### src/rtl/spike_detector_mc.sv
// rtl/spike_detector_mc.sv - multi-channel threshold spike detector with refractory and counters
//
// Purpose: compares every channel's signed sample against a shared signed
// threshold (positive, absolute or negative polarity), qualifies the crossing
// over MIN_ABOVE consecutive valid samples, then emits a one-cycle spike
// pulse. After a fire the channel ignores REFRACT valid samples and must see
// one below-threshold sample before it can re-arm. Each channel keeps a
// saturating spike counter.
//
// Ports:
//   clk        rising-edge clock
//   rst        synchronous active-high reset
//   in_valid   q carries a new sample for every channel
//   q          NCH packed signed samples, channel c = q[c*W +: W]
//   soglia     shared signed threshold
//   mode       0 pos, 1 abs, 2 neg, 3 same as pos
//   cnt_clr    clear all spike counters
//   spike      registered one-cycle spike pulse per channel
//   spike_any  registered OR of the spike flags
//   spike_cnt  NCH packed saturating counters, channel c = spike_cnt[c*CNT_W +: CNT_W]

module spike_detector_mc #(
  parameter int NCH       = 4,
  parameter int W         = 12,
  parameter int MIN_ABOVE = 1,
  parameter int REFRACT   = 4,
  parameter int CNT_W     = 8
) (
  input  logic                 clk,
  input  logic                 rst,
  input  logic                 in_valid,
  input  logic [NCH*W-1:0]     q,
  input  logic [W-1:0]         soglia,
  input  logic [1:0]           mode,
  input  logic                 cnt_clr,
  output logic [NCH-1:0]       spike,
  output logic                 spike_any,
  output logic [NCH*CNT_W-1:0] spike_cnt
);

  typedef enum logic [1:0] {
    IDLE     = 2'd0,
    COUNT    = 2'd1,
    REFR     = 2'd2,
    WAIT_LOW = 2'd3
  } state_t;

  localparam int RUN_W = (MIN_ABOVE > 1) ? $clog2(MIN_ABOVE + 1) : 1;
  localparam int REF_W = (REFRACT > 0) ? $clog2(REFRACT + 1) : 1;

  // One extra bit so that |-2^(W-1)| and -soglia are representable.
  logic signed [W:0] thr;
  logic signed [W:0] thr_neg;
  assign thr     = {soglia[W-1], soglia};
  assign thr_neg = -thr;

  logic [NCH-1:0] fire;

  for (genvar c = 0; c < NCH; c++) begin : g_ch
    logic signed [W:0]   s;
    logic signed [W:0]   s_abs;
    logic                above;
    logic                f;
    state_t              st;
    logic [RUN_W-1:0]    run;
    logic [REF_W-1:0]    rcnt;
    logic [CNT_W-1:0]    cnt;

    assign s     = {q[c*W+W-1], q[c*W +: W]};
    assign s_abs = s[W] ? -s : s;

    always_comb begin
      above = 1'b0;
      case (mode)
        2'd1:    above = (s_abs > thr);
        2'd2:    above = (s < thr_neg);
        default: above = (s > thr);
      endcase
    end

    // Fire on the sample that completes the run of MIN_ABOVE above samples.
    always_comb begin
      f = 1'b0;
      if (in_valid && above) begin
        if (st == IDLE && MIN_ABOVE == 1)
          f = 1'b1;
        else if (st == COUNT && (run + RUN_W'(1)) == RUN_W'(MIN_ABOVE))
          f = 1'b1;
      end
    end
    assign fire[c] = f;

    always_ff @(posedge clk) begin
      if (rst) begin
        st   <= IDLE;
        run  <= '0;
        rcnt <= '0;
      end else if (in_valid) begin
        if (f) begin
          st   <= (REFRACT == 0) ? WAIT_LOW : REFR;
          rcnt <= REF_W'(REFRACT);
          run  <= '0;
        end else begin
          case (st)
            IDLE: begin
              if (above) begin
                st  <= COUNT;
                run <= RUN_W'(1);
              end
            end
            COUNT: begin
              if (above) begin
                run <= run + RUN_W'(1);
              end else begin
                st  <= IDLE;
                run <= '0;
              end
            end
            REFR: begin
              rcnt <= rcnt - REF_W'(1);
              if (rcnt <= REF_W'(1))
                st <= WAIT_LOW;
            end
            default: begin
              // The below sample that re-arms does not start a new run.
              if (!above)
                st <= IDLE;
            end
          endcase
        end
      end
    end

    // Clear wins over a simultaneous increment.
    always_ff @(posedge clk) begin
      if (rst || cnt_clr)
        cnt <= '0;
      else if (spike[c] && cnt != {CNT_W{1'b1}})
        cnt <= cnt + CNT_W'(1);
    end
    assign spike_cnt[c*CNT_W +: CNT_W] = cnt;
  end

  always_ff @(posedge clk) begin
    if (rst) begin
      spike     <= '0;
      spike_any <= 1'b0;
    end else begin
      spike     <= fire;
      spike_any <= |fire;
    end
  end

endmodule

### config.mk
export PLATFORM = sky130hd
export DESIGN_NAME = spike_detector_mc
export DESIGN_NICKNAME = d
export VERILOG_FILES = /design/src/rtl/spike_detector_mc.sv
export SDC_FILE = /design/constraint.sdc
export NUM_CORES = 1
export LEC_CHECK = 0
export ABC_CLOCK_PERIOD_IN_PS = 7350
export CORE_UTILIZATION = 30
export CTS_CLUSTER_SIZE = 25
export DETAILED_ROUTE_END_ITERATION = 7
export MAX_ROUTING_LAYER = met4
export RECOVER_POWER = 50
export SYNTH_ARGS = -nofsm -noshare
export SYNTH_HDL_FRONTEND = slang
export SYNTH_SLANG_ARGS = --single-unit
### constraint.sdc
create_clock -name clk -period 7.35 [get_ports clk]
set_clock_uncertainty 0.15 [all_clocks]
set_input_delay 1.47 -clock clk [delete_from_list [all_inputs] [get_ports clk]]
set_output_delay 1.47 -clock clk [all_outputs]
set_load 0.03 [all_outputs]
Yosys cells after proc, flatten, opt, wreduce, memory -nomap -nowiden
Index checks and enable logic that the tools add are counted.

operators by class
  muxes and demuxes = 64
  equal/unequal tests = 26
  magnitude comparators = 16
  reduce and logical (&&, ||, !) cells = 38
  $add $sub $neg = 17

operator list
  kind                   number
  $neg A12 Y13           5
  $gt A13 B12 Y1         4
  $lt A12 B13 Y1         4
  $mux W13               4
  $gt A12 B12 Y1         4
  $add A8 B1 Y8 const B  4
  $mux W2                16
  $ne A8 B8 Y1 const B   4
  $mux W1                24
  $mux W3                8
  $ne A3 B3 Y1 const B   8
  $ne A4 B1 Y1 const B   4
  $pmux W1 S2            8
  $pmux W2 S2            4
  $reduce_and A4 Y1      4
  $le A3 B1 Y1 const B   4
  $logic_and A1 B1 Y1    12
  $reduce_and A3 Y1      4
  $reduce_bool A3 Y1     4
  $sub A3 B1 Y3 const B  4
  $eq A2 B1 Y1 const B   5
  $eq A2 B2 Y1 const B   5
  $logic_not A2 Y1       4
  $reduce_and A2 Y1      4
  4 further kinds        10

word-level totals
  register bits = 61
  logic and storage cells = 179
  output and inout port bits = 37
  bits of input ports = 66

Longest topological paths before layout
  depth after elaboration = 8
  gate-level depth with buffers = 15
  mapped depth without buffers = 15

Worst setup path before layout
No wires, ideal clock.

  path kind = input to register
  start point = in q[41]
  end point = reg g_ch[3].rcnt[0]
  data required time = 7.066 ns
  data arrival time = 4.358 ns
  path buffers = 0
  stages = 15
  setup slack = 2.708 ns
  setup time = 0.134 ns
  cell sequence = or4_1 -> nor4_1 -> nor2b_1 -> nand2_1 -> nand2_1 -> xnor2_1 -> ha_1 -> nand4_1 -> nor3_1 -> o21a_1 -> or3_1 -> a211o_1 -> a31o_4 -> a211oi_1 -> a211oi_1

on the way
  longest elaborated chain between the ends = 8
  elaborated cells between the ends (all ways) = 11
  classes of those cells = add/sub (1); order compare (3); mux (4); reduce/logical (3)

RTL lines
  element                       line  text
  start: declaration            32    input logic [NCH*W-1:0] q,
  $neg A12 Y13                  70    assign s_abs = s[W] ? -s : s;
  $mux W13                      70
  $gt A13 B12 Y1                75    2'd1: above = (s_abs > thr);
  $pmux W1 S2 *                 74    case (mode)
  $logic_and A1 B1 Y1 *         84    if (in_valid && above) begin
  $mux W1 *                     84
  $reduce_bool A2 Y1 (no line)  -
  $reduce_and A2 Y1 (no line)   -
  end signal: assignment        101   rcnt <= REF_W'(REFRACT);
  end signal: assignment        120   rcnt <= rcnt - REF_W'(1);
  end: declaration              66    logic [REF_W-1:0] rcnt;

Mark *: on every way between the ends. The rest lies on a longest branch, timed or not.
A chain may end at the register's enable or synchronous reset.

Worst setup path in the final report
Ends and elaborated chain as after synthesis.

==> metrics <==
status complete, but fails checks; failing checks capacitance limit, slew limit; clk_lat worst skew approximately 0.32 ns; Iteration-0 DRC Markers 302; final wirelength 19980 µm; Core ar. 23470 µm²; # hold bufs at CTS 0; crit path DAT about 5.2 ns; pwr dens approximately 130 nW/µm²; Slowest cell on crit path or4_1; Leakage 0.003665 µW; GP Congestion 0.8741; Num CTS Buffers 9; nets@finish ~1200; crit path cell chain clkdlybuf4s50_1 -> or4_1 -> nor4_1 -> nor2b_1 -> nand2_1 -> nand2_1 -> xnor2_1 -> ha_1 -> nand4_1 -> nor3_1 -> o21a_1 -> or3_1 -> a211o_1 -> a31o_4 -> a211oi_1 -> a211oi_1; Worst IR Drop VDD 0.09767 mV; leading area contributor after synthesis ha_1; Req. time, crit path about 7.3 ns; drc violations 0; Synth Register Bits 61; Synth area leaders ha_1 28%, dfxtp_1 17%, xnor2_1 6.3%, nor2_1 3.9%, a21oi_1 3.8%; number of synthesized flops with an enable pin 0; die area 24540 µm²; row count 56; top-area cell type share of the netlist area 28.43%; crit path buf inv count 1; Antenna diodes 0; PostCTS Resize Cnt 0; commonest non-fill, non-tap cell in the layout ha_1; post-route minimum period about 5.3 ns; largest net degree at the start of global routing 33; die height 156.6 µm; critical path type in -> reg; clock sink count 61; MaxCap Viol Count 2; First-pass DRT Iterations 5; port bufs 102; Placed Cells 1291; Synth cell types 69; final setup fails 0; Vias/cell 5.200; mapped cell area 7174 µm²; Crit. End Element register; antenna violations before repair 0; family with the most delay on the worst path simple AND/OR/NAND/NOR gates; vias in the first global route 6361; layout cells sized above 1 2.632%; RSZ-0062 raised after global routing false; via count 6797; DR WL/cell 15.29 µm; Post-synth top flop dfxtp_1; asr flop ratio synth 0%; fmax 190.4 MHz; Root Buffer Master clkbuf_16; max-slew violations 65; CP max FO 5; Fin. Hold Viols 0; Ports 103; most frequent cells in the layout 163 x ha_1, 84 x clkdlybuf4s50_1, 75 x nor2_1; HP Class reg -> reg; grt ovf 0; clock slew at reported path FFs around 0.050 ns; setup TNS 0 ns; YS warnings 0; CP peak stage delay about 0.64 ns; area grow syn2layout 23.02%; Worst setup SP type input pin; Die W 156.6 µm; Post-DP HPWL ~16000 µm; # fillers 2383; Syn Area/Cell 8.143 µm²; Final Non-Filler Cells 1307; CTS HTree Levels 3; Tcrit/Tclk final 71.47%; postcts setup bufs 0; CTS tree done; total track usage 16.92%; Initial Util 30.57%; post-layout util a little under two fifths; clock tree buffer depth 2; DRT antenna net count 0; Slew headroom -18.05%; Seq/Total Area, Yosys between 15 and 20%; worst slew pin tran 1.771 ns; first-pass GRT wire length 31830 µm; Post-Syn Instances 881
tightest hold or removal path, cell delays in order, from the launching register on:
cell and delay [ns]:
dfxtp_1 0.32, o21ai_0 0.08, a21oi_1 0.06
registers in the layout (all words and copies together), names as in the netlist:
register and cells:
g_ch.rcnt 12, spike_any 1, g_ch.st 8, spike 4, g_ch.run 4, g_ch.cnt 32
cells in the mapped netlist (4+ instances only):
cell type and count:
a2111oi_0 4, a211o_1 4, a211oi_1 14, a21boi_0 4, a21o_1 13, a21oi_1 55, a31oi_1 11, and3_1 5
and4_1 4, clkbuf_1 11, clkbuf_8 4, dfxtp_1 61, ha_1 163, inv_1 61, mux2i_1 6, nand2_1 73
nand2b_1 4, nand3_1 24, nand3b_1 5, nand4_1 34, nor2_1 75, nor2b_1 6, nor3_1 15, nor3b_1 4
nor4_1 7, o211ai_1 7, o21a_1 8, o21ai_0 39, o21bai_1 5, o31ai_1 15, o41ai_1 6, or3_1 12
xnor2_1 52, xor2_1 21
layer usage:
metal  track usage (%)  share of wire [%]
met5                 -                  0
met4             5.742                2.3
met3             2.160                4.7
met2             27.83                 45
met1             21.27                 48
power by group:
part / switching [µW] / internal (µW)
Sequential: 11.0 / 344
Clock: 137 / 289
Combinational: 231 / 177
path summary, 6_finish.rpt:
| check | cells after the start | startpoint | slack, ns | endpoint |
|---|---|---|---|---|
| min reg2reg | 2 | g_ch[1].cnt[5] | 0.35 | g_ch[1].cnt[5] |
| max reg2reg | 7 | g_ch[2].cnt[0] | 5.18 | g_ch[2].cnt[5] |
| min | 2 | g_ch[1].cnt[5] | 0.35 | g_ch[1].cnt[5] |
| max | 16 | q[41] | 2.10 | g_ch[3].rcnt[0] |
metrics by stage:
stage	power (µW)	hold WS, ns	setup slack, ns	cell area, µm²
5_1_grt	1272	0.3613	1.609	8826
3_3_place_gp	762.9	0.3404	1.848	8517
2_1_floorplan	628.0	0.3148	2.708	7186
4_1_cts	1203	0.3543	2.105	8830
6_report	1189	0.3539	2.097	8826
3_5_place_dp	765.7	0.3434	1.761	8517
logic make-up after synthesis:
family                   share of synthesized area (%)
buffers and inverters                            4.587
AO/OA/AOI/OAI                                    19.93
other                                          0.05227
XOR/XNOR                                         8.912
adder cells (fa/ha/maj)                          28.43
flip-flops                                       17.02
multiplexers                                    0.9941
AND/OR/NAND/NOR                                  20.07
cell type report:
type	count	area, µm²	area share [%]
Timing Repair Buffer	103	1025	11.61
Clock buffer	13	270.3	3.062
Tap cell	319	399.1	4.522
Clock inverter	3	42.54	0.4820
Inverter	62	232.7	2.637
Multi-Input combinational cell	746	5635	63.85
Sequential cell	61	1221	13.84
Note: power is estimated with default switching activity, not from simulation.
